--- src/rtl/seg_scan_pkg.sv ---
// Shared types and constants for the two-digit 7-segment scan driver.
package seg_scan_pkg;

  typedef enum logic [1:0] {
    SHOW0 = 2'd0,
    GAP0  = 2'd1,
    SHOW1 = 2'd2,
    GAP1  = 2'd3
  } scan_state_t;

  localparam logic [6:0] ZERO_PAT = 7'b0111111;
  localparam logic [6:0] SEG_OFF  = 7'b0000000;

  // Maps an active-high pattern onto the physical polarity of the pins.
  function automatic logic [6:0] seg_polarity(input logic [6:0] lit, input bit active_low);
    return active_low ? ~lit : lit;
  endfunction

endpackage

--- src/rtl/seg_scan_mux_prescaler.sv ---
// Modulo-REFRESH_DIV slot counter producing the end-of-slot and start-of-gap strobes.
module scan_prescaler #(
  parameter int REFRESH_DIV = 50000,
  parameter int DEAD_CYCLES = 16
) (
  input  logic clock,
  input  logic reset,
  input  logic en,
  output logic slot_end,
  output logic gap_start
);

  localparam int CW = (REFRESH_DIV > 1) ? $clog2(REFRESH_DIV) : 1;
  localparam logic [CW-1:0] LAST   = CW'(REFRESH_DIV - 1);
  localparam logic [CW-1:0] GAP_AT = CW'(REFRESH_DIV - DEAD_CYCLES - 1);

  logic [CW-1:0] count;

  always_ff @(posedge clock) begin
    if (reset) begin
      count <= '0;
    end else if (en) begin
      count <= slot_end ? '0 : count + CW'(1);
    end
  end

  // With no dead time both strobes land on the same count.
  assign slot_end  = (count == LAST);
  assign gap_start = (count == GAP_AT);

endmodule

--- src/rtl/seg_scan_mux.sv ---
// Two-digit 7-segment scan driver: per-frame snapshot, dead-time gaps, leading-zero blanking.
module seg_scan_mux
  import seg_scan_pkg::*;
#(
  parameter int REFRESH_DIV    = 50000,
  parameter int DEAD_CYCLES    = 16,
  parameter bit SEG_ACTIVE_LOW = 1'b1,
  parameter bit AN_ACTIVE_LOW  = 1'b1
) (
  input  logic        clock,
  input  logic        reset,
  input  logic [6:0]  digit1,
  input  logic [6:0]  digit0,
  input  logic        blank_lz,
  output logic [6:0]  seg,
  output logic [1:0]  an,
  output logic        frame_start,
  output scan_state_t dbg_state
);

  localparam bit         NO_GAP   = (DEAD_CYCLES == 0);
  localparam logic [6:0] SEG_IDLE = seg_polarity(SEG_OFF, SEG_ACTIVE_LOW);
  localparam logic [1:0] AN_IDLE  = AN_ACTIVE_LOW ? 2'b11 : 2'b00;

  scan_state_t state_q, state_d;
  logic        run_q;
  logic [6:0]  snap1_q, snap0_q, snap1_d, snap0_d;
  logic        snap_lz_q, snap_lz_d;
  logic        load;
  logic        slot_end, gap_start;
  logic [6:0]  seg_lit;
  logic [1:0]  an_lit;

  scan_prescaler #(
    .REFRESH_DIV(REFRESH_DIV),
    .DEAD_CYCLES(DEAD_CYCLES)
  ) u_prescaler (
    .clock    (clock),
    .reset    (reset),
    .en       (run_q),
    .slot_end (slot_end),
    .gap_start(gap_start)
  );

  // run_q low means the first edge after reset: snapshot and show units without advancing.
  always_comb begin
    state_d = state_q;
    load    = 1'b0;
    if (!run_q) begin
      load = 1'b1;
    end else begin
      case (state_q)
        SHOW0: if (gap_start) state_d = NO_GAP ? SHOW1 : GAP0;
        GAP0:  if (slot_end) state_d = SHOW1;
        SHOW1: begin
          if (gap_start) begin
            state_d = NO_GAP ? SHOW0 : GAP1;
            load    = NO_GAP;
          end
        end
        GAP1: begin
          if (slot_end) begin
            state_d = SHOW0;
            load    = 1'b1;
          end
        end
        default: state_d = SHOW0;
      endcase
    end
  end

  assign snap1_d   = load ? digit1   : snap1_q;
  assign snap0_d   = load ? digit0   : snap0_q;
  assign snap_lz_d = load ? blank_lz : snap_lz_q;

  // Output values are derived from the next state so they register alongside it.
  always_comb begin
    seg_lit = SEG_OFF;
    an_lit  = 2'b00;
    case (state_d)
      SHOW0: begin
        an_lit  = 2'b01;
        seg_lit = snap0_d;
      end
      SHOW1: begin
        if (!(snap_lz_d && (snap1_d == ZERO_PAT))) begin
          an_lit  = 2'b10;
          seg_lit = snap1_d;
        end
      end
      default: begin
        an_lit  = 2'b00;
        seg_lit = SEG_OFF;
      end
    endcase
  end

  always_ff @(posedge clock) begin
    if (reset) begin
      state_q     <= SHOW0;
      run_q       <= 1'b0;
      snap1_q     <= '0;
      snap0_q     <= '0;
      snap_lz_q   <= 1'b0;
      seg         <= SEG_IDLE;
      an          <= AN_IDLE;
      frame_start <= 1'b0;
    end else begin
      state_q     <= state_d;
      run_q       <= 1'b1;
      snap1_q     <= snap1_d;
      snap0_q     <= snap0_d;
      snap_lz_q   <= snap_lz_d;
      seg         <= seg_polarity(seg_lit, SEG_ACTIVE_LOW);
      an          <= AN_ACTIVE_LOW ? ~an_lit : an_lit;
      frame_start <= load;
    end
  end

  assign dbg_state = state_q;

endmodule

--- config.mk ---
export PLATFORM = sky130hd
export DESIGN_NAME = seg_scan_mux
export DESIGN_NICKNAME = d
export VERILOG_FILES = /design/src/rtl/seg_scan_pkg.sv /design/src/rtl/seg_scan_mux_prescaler.sv /design/src/rtl/seg_scan_mux.sv
export SDC_FILE = /design/constraint.sdc
export NUM_CORES = 1
export LEC_CHECK = 0
export BUFFER_PORTS_ARGS = -buffer_cell sky130_fd_sc_hd__buf_2
export CAP_MARGIN = 15
export CORE_MARGIN = 4
export CORE_UTILIZATION = 45
export CTS_CLUSTER_DIAMETER = 120
export DETAILED_ROUTE_END_ITERATION = 6
export PLACE_DENSITY = 0.74
export SYNTH_ARGS = -nofsm -noshare
export SYNTH_HDL_FRONTEND = slang
export SYNTH_SLANG_ARGS = --single-unit
export TNS_END_PERCENT = 1
--- constraint.sdc ---
create_clock -name clock -period 3.06 [get_ports clock]
set_clock_uncertainty 0.15 [all_clocks]
set_input_delay 0.612 -clock clock [delete_from_list [all_inputs] [get_ports clock]]
set_output_delay 0.612 -clock clock [all_outputs]
set_load 0.005 [all_outputs]
# Word level (Yosys, flattened, before mapping)
# Cells that the tools add are included.
[classes] mux=18 add_sub_neg=1 reduce_logical=3 n_bitwise=2 n_eq_ne=7
[ops] cell="$eq 16x16->1 const B" n=2
[ops] cell="$mux 7" n=3
[ops] cell="$add 16x1->16 const B" n=1
[ops] cell="$mux 16" n=1
[ops] cell="$pmux 7 s2" n=1
[ops] cell="$mux 2" n=6
[ops] cell="$pmux 2 s4" n=1
[ops] cell="$eq 7x6->1 const B" n=1
[ops] cell="$not 7->7" n=1
[ops] cell="$eq 2x2->1 const B" n=3
[ops] cell="$mux 1" n=5
[ops] cell="$logic_not 2->1" n=2
[ops] cell="$pmux 2 s2" n=1
[ops] cell="$eq 2x1->1 const B" n=1
[ops] cell="$not 2->2" n=1
[ops] cell="$logic_and 1x1->1" n=1
[totals] in_bits=17 out_inout_bits=12 word_cells=40 ff_bits=44

# Logic depth before layout (Yosys ltp)
# Gate-level depths: netlist of the first run.
[logic_depth] depth_word=10 mapped_depth=8 ltp_nobuf=6

# Modules after synthesis
# Synthesis of the first run repeated with hierarchy kept, for this count alone.
[hier_totals] cells_unflattened=185 area_unflattened_um2=1846.8
[by_module_without_submodules] module="seg_scan_mux" cells_per_inst=97 instances=1 seq_area_each_um2=560.5 area_per_inst_um2=1073.5
[by_module_without_submodules] module="scan_prescaler" cells_per_inst=88 instances=1 seq_area_each_um2=320.3 area_per_inst_um2=773.2

# Least setup slack after synthesis of the first run
# No wires, ideal clock.
[synth_path] path_type="reg2reg" start="reg u_prescaler.count[0]" end="reg snap0_q[0]" setup_ns=0.115 path_buffers=1 path_stages_with_launch=8 arrival_time_ns=1.854 slack_ns=0.941 required_time_ns=2.795 cell_sequence="dfxtp_1 > ha_1 > and4bb_1 > and4_4 > buf_6 > a31oi_4 > mux2_2 > and2_1"
[synth_between] elab_chain_len=5
[synth_rtl] element="from (decl)" line_no="seg_scan_mux_prescaler.sv:17" source="logic [CW-1:0] count;"
[synth_rtl] element="from (signal assigned)" line_no="seg_scan_mux_prescaler.sv:23" source="count <= slot_end ? '0 : count + CW'(1);"
[synth_rtl] element="$eq 16x16->1" line_no="seg_scan_mux_prescaler.sv:28" source="assign slot_end = (count == LAST);"
[synth_rtl] element="$mux 1" line_no="seg_scan_mux.sv:62" source="if (slot_end) begin"
[synth_rtl] element="$mux 1"
[synth_rtl] element="$mux 1" line_no="seg_scan_mux.sv:49" source="if (!run_q) begin"
[synth_rtl] element="$mux 7" line_no="seg_scan_mux.sv:73" source="assign snap0_d = load ? digit0 : snap0_q;"
[synth_rtl] element="to (signal assigned)" line_no="seg_scan_mux.sv:112" source="snap0_q <= snap0_d;"
[synth_rtl] element="to (decl)" line_no="seg_scan_mux.sv:27" source="logic [6:0] snap1_q, snap0_q, snap1_d, snap0_d;"
# Every way passes these cells.
# A chain may end at the register's enable or synchronous reset.

# Worst setup path after layout of the first run
[layout_path] start="reg u_prescaler.count[0]" end="reg snap0_q[5]"
# Same word-level chain as after synthesis.

==> impl_metrics.yaml, run 1 <==
pwr:
  sw_frac_of_total_pct: 22.0
  switching_power_mw: 0.247
  pwr-share-clk_pct: 38.2
  vdd_ir_drop_max_uv: 300
  seq_power_share_pct: 53.8
  p_total_mw: 1.12
  power.density_mw_per_mm2: 497
  internal_power_mw: 0.877
  comb_power_share_pct: 8.0
  power_leakage_nw: 0.882
worst_setup_path:
  r2r_cells: 6
  reg2reg_slack_ns: 0.69
  cp_max_fo: 18
  crit_arrival_ns: 2.41
  endpoint: "snap0_q[5]"
  r2r-start: "u_prescaler.count[0]"
  worst_ep_required_time_ns: 3.11
  endpoint_kind: "flop"
  cp-start-kind: "flop"
  rr_endpoint: "snap0_q[5]"
  criticalPathCategory: "flop to flop"
  cp-startpoint: "u_prescaler.count[0]"
routing:
  via_per_inst: 5.27
  wirelength_um: 3980
  vias: 1585
  wl_met2_um: 1730
  wl_met1_um: 2000
  wl_per_cell_um: 13.2
  drt-initial-drc-count: 95
  postRouteAntennaNets: 0
  highest_layer: "met4"
  drc: 0
  drtPass1Iterations: 4
  wl_met3_um: 176
cts:
  numCtsBuffers: 5
  clock-sinks: 44
  post_cts_resized: 0
  h-tree-depth: 2
  clk_root_buffer_cell: "clkbuf_8"
  post_cts_buffers: 0
  cts.reportedPaths.clkPinSlew_ns: 0.08
  cts_tree: "done"
  ctsHoldBuffers: 0
  cts.path.max_buffers: 2
  worst_skew_pair.late_latency_ns: 0.30
synthesis:
  synth_nets: 241
  synth_edf_count: 0
  synth_cell_types: 41
  yosysWarnings: 0
  syn_inst: 223
  synth-seq-cells: 44
  yosysSeqAreaShare_pct: 44.2
  synth_area_mm2: 0.00199
  avgSynthCellArea_um2: 8.94
  synth_top_flop_cell: "dfxtp_1"
  synthArstFlopShare_pct: 0
place:
  portBuffers: 28
  place_ws_ns: 0.696
  globalplace.congestion: 0.782
  hpwl_um: 2830
  dp.cells: 293
die:
  die_x_um: 74.6
  floorplan.initialDensity_pct: 48.1
  die_area_mm2: 0.00556
  ioPinCount: 29
  die_y_um: 74.6
  core_mm2: 0.00414
  rows: 23
global_routing:
  grt_pass1_vias: 1458
  grt.overflow.total: 0
  grt_start_max_net_pins: 19
  antenna_found_initial: 0
  grt_pass1_wl_um: 6560
  grt.total_usage_pct: 15.4
cells_and_area:
  fin_cells: 301
  seqCellArea_um2: 881
  diodes: 0
  multi_input_area_mm2: 0.00102
  layout_common_cells: "44 x dfxtp_1, 31 x nand2_1, 28 x buf_2"
  layout_commonest_cell: "dfxtp_1"
  fin_nets: 268
  drive_gt1_share_pct: 21.1
  syn2layout_area_growth_pct: 13.4
  fillers: 393
sta:
  fin_setup_tns_ns: 0
  holdWs_ns: 0.310
  fmaxAchievable_mhz: 423
  slew_headroom_pct: 60.4
  maxSlewViolCount: 0
  post-route-min-period_ns: 2.37
  rsz0062_at_grt: "false"
  fin_crit_sh_pct: 77.3
  setup_ws_ns: 0.695
  worstMarginPinSlew_ns: 0.594
  finalHoldViolations: 0
  setup_viol: 0
worst_hold_path:
  min_path_type: "flop to flop"
  whs_path_depth: 2
run_status:
  status: "finished clean"
job:
  drv_cap: 0
[layout make-up]
class	count	share of cell area, %
Inverter	10	1.66
Clock buffer	6	3.21
Multi-Input combinational cell	160	45.3
Clock inverter	2	1.55
Sequential cell	44	39.0
Tap cell	50	2.77
Timing Repair Buffer	29	6.53
[synth_stat cells, types with 3 or more instances]
library cell / number / area [um2]
a22oi_1: 7 / 52.6
nand4_1: 8 / 50.1
nor3_1: 4 / 20.0
and3_1: 5 / 31.3
nand2_1: 31 / 116
inv_1: 9 / 33.8
xnor2_1: 12 / 105
xor2_1: 3 / 26.3
a21oi_1: 13 / 65.1
nand3_1: 8 / 40.0
and2_1: 6 / 37.5
clkbuf_1: 3 / 11.3
nor2_1: 25 / 93.8
mux2i_1: 9 / 90.1
dfxtp_1: 44 / 881
mux2_2: 6 / 67.6
[power groups by stage]
stage,combinational [mW],sequential [mW],clock [mW]
floorplan,0.0579,0.617,0
global placement,0.0885,0.618,0
detailed placement,0.0898,0.618,0
CTS,0.0901,0.605,0.438
global route,0.102,0.607,0.465
finish,0.0895,0.605,0.429
[sequential cells by signal, summed over array words and instances, names as in the netlist]
signal / count
u_prescaler.count: 16
seg: 7
snap0_q: 7
snap1_q: 7
an: 2
dbg_state: 2
frame_start: 1
run_q: 1
snap_lz_q: 1
[critical path, cell delays in order (launching register included)]
cell and delay [ns]:
dfxtp_1 0.35, ha_1 0.24, and4bb_1 0.23, and4_4 0.20, a31oi_4 0.53, mux2_2 0.41
and2_1 0.16
[metrics by stage]
stage	util, %	instance area (um2)
after global routing	54.6	2260
after floorplan	-	1990
after detailed placement	52.0	2150
final	54.6	2260
after CTS	54.6	2260
after global placement	52.0	2150
[cell families after synthesis]
| logic type | count (synthesis) | synth area share, % |
|---|---|---|
| xor+xnor | 15 | 6.59 |
| fa+ha+maj | 1 | 0.627 |
| simple gates | 100 | 25.0 |
| compound gates | 29 | 11.2 |
| buf+inv | 19 | 4.45 |
| flops | 44 | 44.2 |
| mux | 15 | 7.90 |
[routing by layer]
layer  vias to the layer above  global-route usage (%)
met4                         0                    5.93
li1                        821                       -
met1                       733                    21.4
met2                        25                    22.4
met5                         -                       0
met3                         6                    4.46
[worst min path at each step]
stage                       to  slack, ns       start
floorplan            snap_lz_q       0.28   snap_lz_q
global placement    snap1_q[5]       0.29  snap1_q[5]
detailed placement  snap1_q[5]       0.30  snap1_q[5]
CTS                 snap1_q[5]       0.31  snap1_q[5]
global route        snap1_q[5]       0.32  snap1_q[5]
finish              snap1_q[5]       0.31  snap1_q[5]
No activity file was read; power rests on OpenSTA's default activity.
==> inputs of run 2 (changes only) <==
- ABC_AREA: not set -> 1
- PLACE_DENSITY: 0.74 -> 0.77
- clock period: 3.06 -> 1.95 ns (I/O delays scaled with it)
==> impl_metrics.yaml, run 2 <==
worst_setup_path:
  cp-start-kind: "flop"
  max_stage_delay_ns: 0.36
  r2r-start: "u_prescaler.count[1]"
  slowest_stage: "dfxtp_2"
  cp-startpoint: "u_prescaler.count[1]"
  criticalPathCategory: "flop to flop"
  cp_max_fo: 7
  timing.critical_path.mode_cell: "nand2_2"
  crit_chain: "ha_4 -> nand3_4 -> nor2_4 -> nand3_4 -> nand2_8 -> buf_8 -> nand2_2 -> nand2_2 -> nand2_2 -> nor2_2 -> nand2_4 -> nand3_2 -> nand2_1 -> nand2_1"
  critPathTopFamily: "simple AND/OR/NAND/NOR gates"
  crit_arrival_ns: 2.05
  r2r_cells: 14
  endpoint_kind: "flop"
  worst_ep_required_time_ns: 2.05
  cp.depth: 14
  path_buf_inv: 1
global_routing:
  use_met3_pct: 4.24
  met1_usage_pct: 22.3
  antenna_found_initial: 0
  grt.overflow.total: 0
  grt_pass1_wl_um: 7450
  grt_use_met2_pct: 29.8
  grt.total_usage_pct: 18.1
  busiest_layer: "met2"
  grt_start_max_net_pins: 22
  grt_pass1_vias: 1700
die:
  floorplan.initialDensity_pct: 47.5
  core_mm2: 0.00406
  die_area_mm2: 0.00540
  ioPinCount: 29
  die_y_um: 73.5
  rows: 23
  die_x_um: 73.5
routing:
  postRouteAntennaNets: 0
  vias: 1765
  drtPass1Iterations: 5
  drt-initial-drc-count: 76
  drc: 0
  wirelength_um: 4380
  wl_per_cell_um: 12.0
  via_per_inst: 4.85
worst_hold_path:
  min_path_type: "primary input to flop"
  hp-start: "digit1[5]"
  whs_path_depth: 3
synthesis:
  synth-seq-cells: 44
  synth_top_flop_cell: "dfxtp_1"
  yosysSeqAreaShare_pct: 45.7
  synth_common_cells: "62 x nand2_1, 44 x dfxtp_1, 28 x nor2_1"
  yosysWarnings: 0
  syn_inst: 258
  synth_nets: 276
  synthArstFlopShare_pct: 0
  synth_top_cell_area_share_pct: 45.7
  synth_area_mm2: 0.00193
  yosys-top-cells-area: "dfxtp_1 46%, nand2_1 12%, nand3_1 6.0%"
  synth_edf_count: 0
  post-synth-top-count-cell: "nand2_1"
  avgSynthCellArea_um2: 7.47
  yosysTopAreaCell: "dfxtp_1"
  synth_cell_types: 31
cells_and_area:
  diodes: 0
  regMostFlops: "u_prescaler.count"
  syn2layout_area_growth_pct: 31.9
  fin_nets: 331
  largest_register_ffs: 16
  fillers: 364
  design_area_mm2: 0.00254
  drive_gt1_share_pct: 32.8
  fin_cells: 364
  layout_commonest_cell: "nand2_1"
  layout_common_cells: "54 x nand2_1, 41 x dfxtp_1, 28 x buf_2"
place:
  placed_cell_area_mm2: 0.00222
  globalplace.congestion: 0.849
  hpwl_um: 3110
  dp.cells: 348
  portBuffers: 28
cts:
  cts_tree: "done"
  numCtsBuffers: 5
  worst_skew_pair.late_latency_ns: 0.31
  cts.reportedPaths.clkPinSlew_ns: 0.09
  clk_root_buffer_cell: "clkbuf_8"
  clock-sinks: 44
  h-tree-depth: 2
  cts.path.max_buffers: 2
pwr:
  vdd_ir_drop_max_uv: 500
  power_leakage_nw: 1.13
  power.density_mw_per_mm2: 730
sta:
  worstMarginPinSlew_ns: 0.343
  fmaxAchievable_mhz: 514
  setup_viol: 0
  fin_setup_tns_ns: 0
  post-route-min-period_ns: 1.94
  slew_headroom_pct: 76.9
  fin_crit_sh_pct: 99.7
  rsz0062_at_grt: "true"
  maxSlewViolCount: 0
  finalHoldViolations: 0
run_status:
  status: "finished clean"
job:
  drv_cap: 0
run 2: cell types whose count changed in the layout (fill, tap and decap cells not counted), moves of 7 or more:
cell / previous run / this run
a22oi_1: 7 / 0
nand2_1: 31 / 54
nand3_1: 8 / 18
o21a_1: 0 / 7
mux2i_1: 9 / 0
buf_4: 1 / 22
inv_1: 9 / 25
xnor2_1: 12 / 1
nand2_2: 0 / 12
run 2: cell families after synthesis:
kind of cell	count (synthesis)	share of synthesized area [%]
AND/OR/NAND/NOR	143	34.3
adder cells (fa/ha/maj)	1	0.649
XOR/XNOR	3	1.36
flip-flops	44	45.7
buffers and inverters	34	7.66
multiplexers	1	0.519
AO/OA/AOI/OAI	32	9.80
run 2: metrics by stage:
step	hold WS, ns	utilization [%]	setup slack (ns)	total power, mW
global route	0.212	62.7	-0.103	1.93
detailed placement	0.324	54.8	-0.0962	1.13
finish	0.202	62.7	0.00516	1.86
CTS	0.200	60.6	0.000744	1.85
global placement	0.312	54.8	-0.0363	1.12
floorplan	0.293	-	0.0867	1.07
run 2: worst paths after layout:
check                                        endpoint  slack (ns)
worst max-delay path                           seg[5]       0.005
worst min-delay path                       snap1_q[5]        0.20
worst max register to register                 seg[5]       0.005
worst min register to register  u_prescaler.count[13]        0.33
run 2: layout make-up:
cell class                      instances  area (um2)  area share, %
Multi-Input combinational cell        180        1010           39.8
Timing Repair Buffer                   54         363           14.3
Inverter                               28         105           4.13
Clock inverter                          3        47.5           1.87
Tap cell                               50        62.6           2.46
Clock buffer                            5        68.8           2.71
Sequential cell                        44         885           34.8
run 2: where the power goes:
| part | total [mW] | switching [mW] | internal [mW] |
|---|---|---|---|
| registers | 0.947 | 0.0124 | 0.935 |
| logic | 0.194 | 0.102 | 0.0919 |
| clock network | 0.716 | 0.330 | 0.386 |
run 2: repair_timing:
action	CTS	global route
hold buffers	0	0
pin swaps	5	11
resized for setup	15	20
buffers inserted	6	2
setup endpoints to repair	14	17
hold endpoints to repair	0	0
run 2: per-layer routing:
metal | vias to the layer above | wire length, um
li1 | 928 | -
met1 | 795 | 2020
met4 | 0 | 106
met2 | 33 | 2140
met3 | 9 | 125
met5 | - | 0
run 2: worst register-to-register path, delay by kind of cell (launching register included):
kind | cells | cell delay, ns
and+or+nand+nor | 12 | 1.09
DFF | 1 | 0.36
adders and majority gates | 1 | 0.15
buffers and inverters | 1 | 0.12
==> inputs of run 3 (changes only) <==
- ABC_AREA: 1 -> not set
- CORE_MARGIN: 4 -> 2
- PLACE_DENSITY: 0.77 -> 0.68
==> impl_metrics.yaml, run 3 (synthesized netlist as in run 1, its figures left out) <==
global_routing:
  grt_pass1_wl_um: 7870
  grt_start_max_net_pins: 16
  grt.total_usage_pct: 19.8
  busiest_layer: "met1"
  met1_usage_pct: 29.8
  grt.overflow.total: 0
  use_met3_pct: 4.42
  grt_use_met2_pct: 28.2
  antenna_found_initial: 0
  grt_pass1_vias: 1682
worst_setup_path:
  endpoint_kind: "flop"
  crit_chain: "ha_4 -> and4bb_1 -> and4_4 -> buf_6 -> buf_6 -> a211oi_2 -> o31ai_2 -> nand3_1"
  critPathTopFamily: "simple AND/OR/NAND/NOR gates"
  max_stage_delay_ns: 0.36
  timing.critical_path.mode_cell: "buf_6"
  path_buf_inv: 2
  cp_max_fo: 4
  worst_ep_required_time_ns: 1.97
  crit_arrival_ns: 1.98
  criticalPathCategory: "flop to flop"
  cp-start-kind: "flop"
  slowest_stage: "dfxtp_2"
cells_and_area:
  regMostFlops: "u_prescaler.count"
  layout_commonest_cell: "dfxtp_1"
  largest_register_ffs: 16
  fin_nets: 312
  drive_gt1_share_pct: 38.0
  diodes: 0
  syn2layout_area_growth_pct: 37.9
  design_area_mm2: 0.00275
  layout_common_cells: "42 x dfxtp_1, 37 x buf_4, 31 x nand2_1"
sta:
  finalHoldViolations: 0
  maxSlewViolCount: 0
  setup_ws_ns: -0.00902
  setup_viol: 2
  worstMarginPinSlew_ns: 0.497
  post-route-min-period_ns: 1.96
  fin_crit_sh_pct: 100
  fmaxAchievable_mhz: 510
  fin_setup_tns_ns: -0.0124
  slew_headroom_pct: 66.8
  rsz0062_at_grt: "true"
pwr:
  power_leakage_nw: 1.15
  power.density_mw_per_mm2: 679
  vdd_ir_drop_max_uv: 398
routing:
  drc: 0
  vias: 1776
  via_per_inst: 5.12
  wirelength_um: 4700
  drt-initial-drc-count: 66
  postRouteAntennaNets: 0
  drtPass1Iterations: 4
  wl_per_cell_um: 13.5
cts:
  h-tree-depth: 2
  cts_tree: "done"
  numCtsBuffers: 5
  clk_root_buffer_cell: "clkbuf_8"
  worst_skew_pair.late_latency_ns: 0.29
  clock-sinks: 44
  cts.reportedPaths.clkPinSlew_ns: 0.09
  cts.path.max_buffers: 2
die:
  die_y_um: 70.6
  core_mm2: 0.00432
  ioPinCount: 29
  die_area_mm2: 0.00498
  die_x_um: 70.6
  rows: 24
  floorplan.initialDensity_pct: 46.1
place:
  placed_cell_area_mm2: 0.00252
  globalplace.congestion: 0.863
  hpwl_um: 3350
  portBuffers: 28
worst_hold_path:
  min_path_type: "primary input to flop"
run_status:
  violations: "negative setup slack"
  status: "finished with violations"
job:
  drv_cap: 0
[run 3: path summary, 6_finish.rpt]
kind / depth (start not counted) / endpoint / startpoint / slack [ns]
worst max-delay path: 8 / seg[6] / u_prescaler.count[1] / -0.009
worst min register to register: 2 / snap1_q[5] / snap1_q[5] / 0.31
worst min-delay path: 3 / snap_lz_q / blank_lz / 0.20
worst max register to register: 8 / seg[6] / u_prescaler.count[1] / -0.009
[run 3: metal layers]
| metal | vias to the layer above | wire length [um] |
|---|---|---|
| met3 | 5 | 193 |
| li1 | 915 | - |
| met5 | - | 0 |
| met4 | 0 | 45 |
| met1 | 825 | 2400 |
| met2 | 31 | 2070 |
[run 3: worst min-delay path, delay by kind of cell]
family | cells | cell delay (ns)
buffers and inverters | 1 | 0.10
AOI/OAI and AO/OA | 1 | 0.05
and+or+nand+nor | 1 | 0.05
[run 3: cell type report]
| cell class | count | area, um2 |
|---|---|---|
| well taps | 52 | 65.1 |
| repair buffers | 72 | 514 |
| clock buffers | 5 | 68.8 |
| inverters | 10 | 37.5 |
| clock inverters | 3 | 46.3 |
| multi-input cells | 161 | 1130 |
| fillers | 374 | 1570 |
| flip-flops and latches | 44 | 883 |
[run 3: per-stage QoR]
step	util (%)	hold WS (ns)	cells	total power [mW]	setup WS [ns]
finish	63.6	0.196	347	1.87	-0.00902
floorplan	-	0.276	223	1.07	-0.0788
CTS	62.7	0.194	347	1.88	-0.0258
global route	63.6	0.198	347	1.95	-0.103
global placement	58.2	0.294	336	1.16	-0.0442
detailed placement	58.2	0.295	336	1.16	-0.105
[run 3: timing repair]
item / CTS / global route
pin swaps: 4 / 6
endpoints found under the setup margin: 19 / 21
buffers inserted: 2 / 0
hold buffers: 0 / 0
gates resized for setup: 10 / 9
cloned: 1 / 0
[run 3: where the power goes]
group          switching (mW)  internal [mW]
clock network           0.324          0.386
logic                  0.0976          0.110
registers              0.0179          0.933
